File: src/rtl/corefifo_wr_ptr_gen_if.sv
// ---------------------------------------------------------------------------
// corefifo_wr_ptr_gen_if
// Bundles the write-side signals of the dual-clock FIFO write pointer
// generator so that the producer and the pointer block share one port.
//
// Signals:
//   wr_en        write request from the producer
//   rd_ptr_gray  read pointer in gray code, arriving from the read domain
//   wr_addr      RAM write address (low bits of the binary write pointer)
//   wr_ptr_gray  registered gray write pointer, sent to the read domain
//   wr_we        RAM write enable
//   full         FIFO full (registered)
//   afull        FIFO almost full (registered)
//   wr_cnt       write-side occupancy (registered)
//   overflow     one-cycle pulse when a write is rejected
//
// Modports:
//   master  the producer side (drives wr_en and rd_ptr_gray)
//   slave   the pointer generator itself
// ---------------------------------------------------------------------------
interface corefifo_wr_ptr_gen_if #(
    parameter int ADDRWIDTH = 3
);
    logic                 wr_en;
    logic [ADDRWIDTH:0]   rd_ptr_gray;
    logic [ADDRWIDTH-1:0] wr_addr;
    logic [ADDRWIDTH:0]   wr_ptr_gray;
    logic                 wr_we;
    logic                 full;
    logic                 afull;
    logic [ADDRWIDTH:0]   wr_cnt;
    logic                 overflow;

    modport master (
        output wr_en,
        output rd_ptr_gray,
        input  wr_addr,
        input  wr_ptr_gray,
        input  wr_we,
        input  full,
        input  afull,
        input  wr_cnt,
        input  overflow
    );

    modport slave (
        input  wr_en,
        input  rd_ptr_gray,
        output wr_addr,
        output wr_ptr_gray,
        output wr_we,
        output full,
        output afull,
        output wr_cnt,
        output overflow
    );
endinterface

File: src/rtl/corefifo_wr_ptr_gen.sv
// ---------------------------------------------------------------------------
// corefifo_wr_ptr_gen
// Write-side pointer generator of the dual-clock FIFO, living entirely in
// the write clock domain. Keeps the binary write pointer, registers the gray
// copy that crosses to the read domain, synchronises the read domain's gray
// pointer back in, and produces full / almost-full / occupancy / overflow.
//
// Parameters:
//   ADDRWIDTH     RAM address width (DEPTH = 2**ADDRWIDTH), 2..16
//   SYNC_STAGES   flops in the rd_ptr_gray synchroniser, 2 or 3
//   AFULL_THRESH  occupancy at or above which afull asserts, 1..DEPTH
//
// Ports:
//   clk    write-domain clock, rising edge
//   reset  asynchronous, active-high reset
//   bus    corefifo_wr_ptr_gen_if.slave (wr_en, rd_ptr_gray in; wr_addr,
//          wr_ptr_gray, wr_we, full, afull, wr_cnt, overflow out)
// ---------------------------------------------------------------------------
module corefifo_wr_ptr_gen #(
    parameter int ADDRWIDTH    = 3,
    parameter int SYNC_STAGES  = 2,
    parameter int AFULL_THRESH = 6
) (
    input  logic                   clk,
    input  logic                   reset,
    corefifo_wr_ptr_gen_if.slave   bus
);
    localparam int PW = ADDRWIDTH + 1;
    localparam logic [PW-1:0] DEPTH_C = {1'b1, {ADDRWIDTH{1'b0}}};
    localparam logic [PW-1:0] AFULL_C = PW'(AFULL_THRESH);

    logic [PW-1:0] wr_ptr_bin;
    logic [PW-1:0] wr_ptr_bin_next;
    logic [PW-1:0] wr_ptr_gray_q;
    logic [PW-1:0] wr_ptr_gray_next;
    logic [PW-1:0] rd_sync [SYNC_STAGES];
    logic [PW-1:0] rd_ptr_bin;
    logic [PW-1:0] occ_next;
    logic [PW-1:0] wr_cnt_q;
    logic          full_q;
    logic          afull_q;
    logic          overflow_q;
    logic          accept;

    // Gating with reset keeps the RAM from being written while the pointers
    // are held at zero, so a wr_en during reset is simply ignored.
    assign accept           = bus.wr_en & ~full_q & ~reset;
    assign wr_ptr_bin_next  = accept ? wr_ptr_bin + PW'(1) : wr_ptr_bin;
    assign wr_ptr_gray_next = wr_ptr_bin_next ^ (wr_ptr_bin_next >> 1);

    // Gray-to-binary of the last synchroniser stage: each binary bit is the
    // XOR of all gray bits from that position up to the MSB.
    always_comb begin
        rd_ptr_bin = '0;
        for (int i = 0; i < PW; i++) begin
            rd_ptr_bin[i] = ^(rd_sync[SYNC_STAGES-1] >> i);
        end
    end

    // Occupancy uses the pointer as it will be after this edge, so a write
    // shows up in the flags immediately and a write past DEPTH is impossible.
    assign occ_next = wr_ptr_bin_next - rd_ptr_bin;

    // Read pointer synchroniser chain.
    always_ff @(posedge clk or posedge reset) begin
        if (reset) begin
            for (int i = 0; i < SYNC_STAGES; i++) begin
                rd_sync[i] <= '0;
            end
        end else begin
            rd_sync[0] <= bus.rd_ptr_gray;
            for (int i = 1; i < SYNC_STAGES; i++) begin
                rd_sync[i] <= rd_sync[i-1];
            end
        end
    end

    // Pointer, flag and count registers. The gray pointer is loaded straight
    // from the next binary value so exactly one bit flips per accepted write.
    always_ff @(posedge clk or posedge reset) begin
        if (reset) begin
            wr_ptr_bin    <= '0;
            wr_ptr_gray_q <= '0;
            wr_cnt_q      <= '0;
            full_q        <= 1'b0;
            afull_q       <= 1'b0;
            overflow_q    <= 1'b0;
        end else begin
            wr_ptr_bin <= wr_ptr_bin_next;
            if (accept) begin
                wr_ptr_gray_q <= wr_ptr_gray_next;
            end
            wr_cnt_q   <= occ_next;
            full_q     <= (occ_next == DEPTH_C);
            afull_q    <= (occ_next >= AFULL_C);
            overflow_q <= bus.wr_en & full_q;
        end
    end

    assign bus.wr_addr     = wr_ptr_bin[ADDRWIDTH-1:0];
    assign bus.wr_ptr_gray = wr_ptr_gray_q;
    assign bus.wr_we       = accept;
    assign bus.full        = full_q;
    assign bus.afull       = afull_q;
    assign bus.wr_cnt      = wr_cnt_q;
    assign bus.overflow    = overflow_q;
endmodule

File: src/flat_wrapper.sv
// flat-port wrapper written by rule: the top's interface ports become plain ports
module corefifo_wr_ptr_gen_flat 
#(
    parameter int ADDRWIDTH    = 3,
    parameter int SYNC_STAGES  = 2,
    parameter int AFULL_THRESH = 6
)
  (clk, reset, bus_wr_en, bus_rd_ptr_gray, bus_wr_addr, bus_wr_ptr_gray, bus_wr_we, bus_full, bus_afull, bus_wr_cnt, bus_overflow);
  corefifo_wr_ptr_gen_if #(.ADDRWIDTH(ADDRWIDTH)) bus_i ();
  input  logic clk;
  input  logic reset;
  input wire logic [$bits(bus_i.wr_en)-1:0] bus_wr_en;
  input wire logic [$bits(bus_i.rd_ptr_gray)-1:0] bus_rd_ptr_gray;
  output wire logic [$bits(bus_i.wr_addr)-1:0] bus_wr_addr;
  output wire logic [$bits(bus_i.wr_ptr_gray)-1:0] bus_wr_ptr_gray;
  output wire logic [$bits(bus_i.wr_we)-1:0] bus_wr_we;
  output wire logic [$bits(bus_i.full)-1:0] bus_full;
  output wire logic [$bits(bus_i.afull)-1:0] bus_afull;
  output wire logic [$bits(bus_i.wr_cnt)-1:0] bus_wr_cnt;
  output wire logic [$bits(bus_i.overflow)-1:0] bus_overflow;
  assign bus_i.wr_en = bus_wr_en;
  assign bus_i.rd_ptr_gray = bus_rd_ptr_gray;
  assign bus_wr_addr = bus_i.wr_addr;
  assign bus_wr_ptr_gray = bus_i.wr_ptr_gray;
  assign bus_wr_we = bus_i.wr_we;
  assign bus_full = bus_i.full;
  assign bus_afull = bus_i.afull;
  assign bus_wr_cnt = bus_i.wr_cnt;
  assign bus_overflow = bus_i.overflow;
  corefifo_wr_ptr_gen #(.ADDRWIDTH(ADDRWIDTH), .SYNC_STAGES(SYNC_STAGES), .AFULL_THRESH(AFULL_THRESH)) u_core (.clk(clk), .reset(reset), .bus(bus_i));
endmodule
File: config.mk
export PLATFORM = sky130hd
export DESIGN_NAME = corefifo_wr_ptr_gen_flat
export DESIGN_NICKNAME = d
export VERILOG_FILES = /design/src/rtl/corefifo_wr_ptr_gen_if.sv /design/src/rtl/corefifo_wr_ptr_gen.sv /design/src/flat_wrapper.sv
export SDC_FILE = /design/constraint.sdc
export NUM_CORES = 1
export LEC_CHECK = 0
export CAP_MARGIN = 5
export CORE_UTILIZATION = 48
export DETAILED_ROUTE_END_ITERATION = 7
export GPL_ROUTABILITY_DRIVEN = 0
export PLACE_DENSITY = 0.86
export SLEW_MARGIN = 20
export SYNTH_ARGS = -nofsm -noshare
export SYNTH_HDL_FRONTEND = slang
export SYNTH_SLANG_ARGS = --single-unit
File: constraint.sdc
create_clock -name clk -period 2.85 [get_ports clk]
set_input_delay 0.285 -clock clk [delete_from_list [all_inputs] [get_ports clk]]
set_output_delay 0.285 -clock clk [all_outputs]
set_load 0.005 [all_outputs]
* Word level (Yosys, flattened, before mapping)
Index checks and enable logic that the tools add are counted.
Cells by class: add/subtract/negate cells 2, $lt $le $gt $ge 1, eq/ne operators 1, mux-type cells 1, bitwise logic cells 6, reductions and logical operators 4
Operators by type and width (number):
- 4-bit parity | 4
- 4-bit by 1-bit adder with 4-bit output, second input constant | 1
- 4-bit equality test, second input constant | 1
- 4-bit by 3-bit greater-or-equal comparator with 1-bit output, second input constant | 1
- 4-bit two-way mux | 1
- 4-bit subtractor | 1
- 4-bit by 3-bit XOR with 4-bit output | 1
- 1-bit AND | 3
- 1-bit NOT | 2
Storage, ports and cells: bits in registers 23, bits of input ports 7, output and inout bits 15, word-level logic and storage cells 23

* Depth between registers and ports, before layout
Gate-level depths: netlist (run 1).
word-level depth 6, gate-level depth with buffers 10, gate-level depth less buffers 9

* Least setup slack after synthesis (run 1)
Ideal clock, no wire load.
path type register to register, from register u_core.full_q (netlist: u_core.bus.full), to register u_core.full_q (netlist: u_core.bus.full), setup time 0.096 ns, arrival time 2.288 ns, required time 2.754 ns, slack 0.467 ns, cell stages (with the launch flop) 10, buffers on the path 0, clock period less this slack 2.383 ns, cell sequence dfrtp_1 -> or3b_4 -> inv_1 -> nand2_1 -> xnor2_1 -> ha_1 -> a21o_1 -> a31oi_1 -> xnor3_1 -> nor4_2
Between the ends: cells in the longest elaborated chain, start to end 6
RTL lines:
- from (decl) | RTL line corefifo_wr_ptr_gen.sv:40 | logic full_q;
- from (signal assigned) | RTL line corefifo_wr_ptr_gen.sv:94 | full_q <= (occ_next == DEPTH_C);
- 1-bit NOT | RTL line corefifo_wr_ptr_gen.sv:47 | assign accept = bus.wr_en & ~full_q & ~reset;
- 1-bit AND (2 in a row) | RTL line corefifo_wr_ptr_gen.sv:47
- net bus_wr_we | RTL line flat_wrapper.sv:16 | output wire logic [$bits(bus_i.wr_we)-1:0] bus_wr_we;
- 4-bit two-way mux | RTL line corefifo_wr_ptr_gen.sv:48 | assign wr_ptr_bin_next = accept ? wr_ptr_bin + PW'(1) : wr_ptr_bin;
- net u_core.wr_ptr_bin_next[2] | RTL line corefifo_wr_ptr_gen.sv:33 | logic [PW-1:0] wr_ptr_bin_next;
- 4-bit subtractor | RTL line corefifo_wr_ptr_gen.sv:62 | assign occ_next = wr_ptr_bin_next - rd_ptr_bin;
- 4-bit equality test | RTL line corefifo_wr_ptr_gen.sv:94
The timed path passes the listed nets, and every way through them passes these cells. A chain may end at the register's enable or synchronous reset.

* Final worst setup path (run 1)
from input bus_wr_en, to register u_core.full_q (netlist: u_core.bus.full)
Between the ends: cells in the longest elaborated chain, start to end 5
RTL lines:
- from (decl) | RTL line flat_wrapper.sv:12 | input wire logic [$bits(bus_i.wr_en)-1:0] bus_wr_en;
- 1-bit AND (2 in a row) | RTL line corefifo_wr_ptr_gen.sv:47
- 4-bit two-way mux | RTL line corefifo_wr_ptr_gen.sv:48
- net u_core.wr_ptr_bin_next[2] | RTL line corefifo_wr_ptr_gen.sv:33
- 4-bit subtractor | RTL line corefifo_wr_ptr_gen.sv:62
- 4-bit equality test | RTL line corefifo_wr_ptr_gen.sv:94
The timed path passes the listed nets, and every way through them passes these cells.

==> key figures, run 1 <==
Placement
  – DP Area: 1200 sq um
  – Dpl ws: -0.00231 ns
  – Placed cells: 121
  – Port bufs: 21

Power
  – Pwr Density: 1050 nW/um^2
  – Total Power: 1290 uW
  – Leak pwr: 0.000569 uW
  – Worst vdd ir: 0.688 mV

Yosys
  – Post-synthesis adder-cell area fraction: 0.0726
  – Yosys cell types: 18
  – Simple-gate area share of the yosys netlist: 0.0947
  – Syn Inst Count: 76
  – Mux contribution to synthesized area: 0
  – Synth warn: 0
  – Average size of a mapped cell: 12.7 sq um
  – Number of synthesized register bits: 23
  – Compound-Gate Fraction of Synth Area: 0.0350
  – Synth Area in XOR/XNOR: 0.150
  – Synthesized area: 965 sq um
  – Largest family of logic cells by synthesized area: XOR/XNOR gates
  – Syn_nets: 88
  – Sequential fraction of the synthesis area: 0.597

STA
  – Slew Viols, Final: 0
  – Period minus WS final: 2.51 ns
  – Final setup margin: 0.338 ns
  – Final hold violations: 0
  – FMAX: 398 MHz
  – Skew final: 0.00325 ns
  – Worst-Margin Slew: 0.831 ns
  – RSZ-0062 raised after global routing: no
  – Final period utilization: 0.881
  – Setup_tns: 0 ns
  – Headroom to the max-slew limit: 0.445
  – Final setup fails: 0

Critical path
  – CP startpoint kind: primary input
  – Crit-path max FO: 3
  – Setup crit end kind: flip-flop
  – CP required: 3.07 ns
  – Kind of critical path: primary input to flip-flop
  – Arr. time, crit path: 2.73 ns

Clock tree
  – Clock Tree Buf Depth: 2
  – Post-CTS Resized: 0
  – TritonCTS Buffers: 3
  – Post-CTS setup buffers: 0
  – Clock-pin slew on the worst setup and hold paths: 0.11 ns
  – Root Buffer: clkbuf_4
  – Skew-Pair Late Insertion Delay: 0.30 ns
  – TritonCTS clock tree: yes
  – Clock sink count: 23
  – H-tree Lvls: 1
  – Hold buffers post-CTS: 0

Run status
  – Status: finished, final reports clean

Global routing
  – First-pass GRT wire length: 2280 microns
  – Vias in the first global route: 509
  – Initial antenna violation count: 0
  – Most Used Layer, Global Route: met2
  – GRT met1 Usage: 0.182
  – Tot GR Track Use: 0.159
  – Total grt overflow: 0
  – Largest net degree at the start of global routing: 24
  – Met2 Resource Use GR: 0.278
  – Met3 usage: 0.0462

Floorplan
  – Initial Utilization: 0.535
  – Die X: 46.8 microns
  – Rows: 15
  – Die Area: 2190 sq um
  – Ports: 22
  – Core Footprint: 1800 sq um
  – Chip Height: 46.8 microns

Route
  – Violation count after the first detailed-routing iteration: 7
  – Final wirelength: 1420 microns
  – DR WL/cell: 11.3 microns
  – Vias per inst: 4.64
  – DR pass1 iterations: 4
  – Post-route DRC: 0
  – ANT nets after route: 0
  – Via count: 580

Worst hold path
  – Worst hold path type: flip-flop to flip-flop

Cells and area
  – Final instance area: 1230 sq um
  – Final #Nets: 113
  – Diodes inserted: 0
  – Layout cells sized above 1: 0.0900
  – Final cell count without fillers: 125
  – Area delta synth->final: 27.4%

Run
  – MaxCap Viol Count: 0
[registers in the layout (all words and copies together), names as in the netlist]
register / flops
u_core.bus.afull: 1
u_core.bus.overflow: 1
u_core.bus.full: 1
u_core.rd_sync: 8
u_core.bus.wr_ptr_gray: 4
u_core.bus.wr_cnt: 4
u_core.wr_ptr_bin: 4
[cell usage in the layout (no fill, tap or decap), types with 3 or more instances in the layout]
cell	Yosys	routed
ha_1	4	4
xor2_1	7	7
xnor2_1	7	7
clkdlybuf4s50_1	0	21
inv_1	6	6
nand2_1	12	12
clkbuf_4	0	3
buf_4	3	3
o21ai_0	4	4
dfrtp_1	23	23
[report_power, final]
group / internal (uW) / leakage, uW / switching [uW]
Sequential: 431 / 0.000277 / 71.9
Clock: 54.6 / 0.0000150 / 88.5
Combinational: 367 / 0.000278 / 275
[path summary, 6_finish.rpt]
path,cells past startpoint,end,slack [ns],startpoint
min in group asynchronous,2,u_core.bus.overflow,0.46,reset
worst max-delay path,10,u_core.bus.full,0.34,bus_wr_en
worst max register to register,9,u_core.bus.full,0.35,u_core.bus.full
worst min register to register,0,u_core.rd_sync[3],0.36,u_core.rd_sync[7]
max in group asynchronous,2,u_core.rd_sync[5],1.88,reset
worst min-delay path,0,u_core.rd_sync[3],0.36,u_core.rd_sync[7]
[cell usage after synthesis]
master	number	area share
nand2_1	12	0.047
fa_1	1	0.021
a31oi_1	1	0.0065
or3b_4	1	0.012
ha_1	4	0.052
xnor2_1	7	0.064
clkbuf_1	1	0.0039
nor4_2	1	0.013
xnor3_1	1	0.023
and2_1	1	0.0065
o21ai_0	4	0.021
nor2_4	1	0.012
inv_1	6	0.023
xor2_1	7	0.064
buf_4	3	0.023
nand3_1	1	0.0052
a21o_1	1	0.0078
dfrtp_1	23	0.60
[routing by layer]
| metal | vias to the layer above | part of all wire | routed length (microns) |
|---|---|---|---|
| li1 | 284 | - | - |
| met1 | 272 | 0.38 | 545 |
| met2 | 18 | 0.55 | 773 |
| met3 | 6 | 0.042 | 59 |
| met4 | 0 | 0.028 | 39 |
| met5 | - | 0 | 0 |
[cell families after synthesis]
| family | after synthesis |
|---|---|
| DFF | 23 |
| and+or+nand+nor | 17 |
| xor gates and xnor gates | 15 |
| buffers and inverters | 10 |
| AOI/OAI and AO/OA | 6 |
| adders and majority gates | 5 |
[worst max-delay path, stage by stage]
cell and delay [ns]:
clkdlybuf4s50_1 0.46, or3b_4 0.37, inv_1 0.09, nand2_1 0.07, xnor2_1 0.15, ha_1 0.36
a21o_1 0.18, a31oi_1 0.15, xnor3_1 0.47, nor4_2 0.16
[layout make-up]
type                            instances  area [sq um]
Clock buffer                            4          26.3
Fill cell                             143           573
Inverter                                6          22.5
Multi-Input combinational cell         43           340
Sequential cell                        23           576
Tap cell                               25          31.3
Timing Repair Buffer                   24           233
[per-stage QoR]
stage | hold WS [ns] | utilization
CTS | 0.366 | 0.682
global placement | 0.334 | 0.667
floorplan | 0.287 | -
global route | 0.369 | 0.682
finish | 0.363 | 0.682
detailed placement | 0.339 | 0.667
Note: power is estimated with default switching activity, not from simulation.
==> run 2, diff against run 1 <==
--- a/config.mk
+++ b/config.mk
@@ -6,10 +6,13 @@
 export NUM_CORES = 1
 export LEC_CHECK = 0
 export CAP_MARGIN = 5
-export CORE_UTILIZATION = 48
+export CELL_PAD_IN_SITES_DETAIL_PLACEMENT = 1
+export CELL_PAD_IN_SITES_GLOBAL_PLACEMENT = 1
+export CORE_UTILIZATION = 38
 export DETAILED_ROUTE_END_ITERATION = 7
 export GPL_ROUTABILITY_DRIVEN = 0
-export PLACE_DENSITY = 0.86
+export PLACE_DENSITY = 0.85
+export SKIP_CTS_REPAIR_TIMING = 1
 export SLEW_MARGIN = 20
 export SYNTH_ARGS = -nofsm -noshare
 export SYNTH_HDL_FRONTEND = slang
==> run 2 against run 1 <==
Net effect:
- non-clock buffer count unchanged
- design area up 0.31%
- clock power about the same
- fmax down 0.39%
- critical endpoint unchanged
- highest routed layer unchanged
==> key figures, run 2 (synthesized netlist as in run 1, its figures left out) <==
Floorplan
  – Die X: 52.4 microns (+12%)
  – Initial Utilization: 0.420 (-0.115)
  – Die Area: 2740 sq um (+25%)
  – Chip Height: 52.4 microns (+12%)
  – Ports: 22 (unchanged)
  – Core Footprint: 2300 sq um (+27%)
  – Rows: 17 (+2)

Power
  – Pwr Density: 1050 nW/um^2 (about the same)
  – Leak pwr: 0.000569 uW (unchanged)
  – Worst vdd ir: 0.524 mV (-24%)

Cells and area
  – Max reg flops: 8 (unchanged)
  – Area delta synth->final: 27.8%
  – Final #Nets: 113 (unchanged)
  – Most flops, register: u_core.rd_sync
  – Layout cells sized above 1: 0.0900 (unchanged)
  – Most common cell after layout, fill and taps aside: dfrtp_1
  – Diodes inserted: 0 (unchanged)
  – Final instance area: 1230 sq um (+0.31%)
  – Commonest cells after routing, fill and taps aside: dfrtp_1, clkdlybuf4s50_1, nand2_1

Critical path
  – Arr. time, crit path: 2.73 ns (about the same)
  – Setup crit end kind: flip-flop
  – Kind of critical path: primary input to flip-flop
  – CP startpoint kind: primary input
  – R2r setup slk: 0.34 ns (about the same)
  – Crit-path max FO: 3 (unchanged)
  – CP required: 3.06 ns (about the same)

Route
  – ANT nets after route: 0 (unchanged)
  – Vias per inst: 4.60 (-0.83%)
  – Post-route DRC: 0 (unchanged)
  – DR WL/cell: 13.2 microns (+16%)
  – DR pass1 iterations: 2 (-2)
  – Violation count after the first detailed-routing iteration: 2 (-5)
  – Via count: 589 (+1.6%)
  – Final wirelength: 1690 microns (+19%)

Clock tree
  – Clock-pin slew on the worst setup and hold paths: 0.12 ns (about the same)
  – H-tree Lvls: 1 (unchanged)
  – Clock Tree Buf Depth: 2 (unchanged)
  – Skew-Pair Late Insertion Delay: 0.30 ns (about the same)
  – Clock sink count: 23 (unchanged)
  – TritonCTS Buffers: 3 (unchanged)
  – TritonCTS clock tree: yes
  – Root Buffer: clkbuf_4

Global routing
  – Tot GR Track Use: 0.150 (-0.00971)
  – Largest net degree at the start of global routing: 24 (unchanged)
  – First-pass GRT wire length: 2880 microns (+27%)
  – Total grt overflow: 0 (unchanged)
  – Initial antenna violation count: 0 (unchanged)
  – Vias in the first global route: 632 (+24%)

STA
  – Setup_tns: 0 ns (unchanged)
  – Period minus WS final: 2.52 ns (+0.00995 ns)
  – Slew Viols, Final: 0 (unchanged)
  – RSZ-0062 raised after global routing: no
  – Headroom to the max-slew limit: 0.425 (-0.0200)
  – Worst-Margin Slew: 0.861 ns (+0.0299 ns)
  – Final hold violations: 0 (unchanged)
  – Skew final: 0.00285 ns (-0.000402 ns)
  – Final setup fails: 0 (unchanged)
  – Final period utilization: 0.885 (+0.00349)
  – FMAX: 397 MHz (-0.39%)

Worst hold path
  – Worst hold path type: flip-flop to flip-flop

Run
  – MaxCap Viol Count: 0 (unchanged)

Placement
  – DP Area: 1210 sq um (+0.31%)
  – Port bufs: 21 (unchanged)
  – DP HPWL: 1360 microns

Run status
  – Status: finished, final reports clean
## run 2: worst max-delay path, stage by stage
cell	delay, ns
clkdlybuf4s50_1	0.46
or3b_4	0.38
inv_1	0.08
nand2_1	0.07
xnor2_1	0.21
ha_1	0.31
a21o_1	0.17
a31oi_1	0.15
xnor3_1	0.46
nor4_2	0.15
## run 2: path summary, 6_finish.rpt
path | start | endpoint | depth (start not counted)
worst min-delay path | u_core.rd_sync[6] | u_core.rd_sync[2] | 0
min in group asynchronous | reset | u_core.bus.overflow | 2
max in group asynchronous | reset | u_core.bus.afull | 2
worst max-delay path | bus_wr_en | u_core.bus.full | 10
worst min register to register | u_core.rd_sync[6] | u_core.rd_sync[2] | 0
worst max register to register | u_core.bus.full | u_core.bus.full | 9
## run 2: power breakdown
group,internal [uW],switching [uW]
combinational,366,280
clock,54.4,88.1
sequential,431,74.0
total,851,442
## run 2: final cells by class
type,instances,area (sq um)
repair buffers,24,233
inverters,6,22.5
multi-input cells,43,340
well taps,28,35.0
clock buffers,4,26.3
flip-flops and latches,23,576
fillers,260,1060
## run 2: routing by layer
| layer | track usage | vias to the layer above | share of wire |
|---|---|---|---|
| met5 | 0 | - | 0 |
| met2 | 0.268 | 16 | 0.55 |
| met4 | 0.0526 | 0 | 0.0071 |
| met1 | 0.171 | 288 | 0.41 |
| li1 | - | 283 | - |
| met3 | 0.0348 | 2 | 0.039 |
## run 2: through the flow
step           worst slack (ns)  cells  total power (uW)   util  hold WS, ns
3_5_place_dp            -0.0358    124              1170  0.525        0.336
2_1_floorplan             0.467     76               913      -        0.287
4_1_cts                   0.283    128              1320  0.536        0.365
3_3_place_gp             0.0906    124              1130  0.525        0.332
5_1_grt                   0.145    128              1420  0.536        0.384
6_report                  0.328    128              1290  0.536        0.363
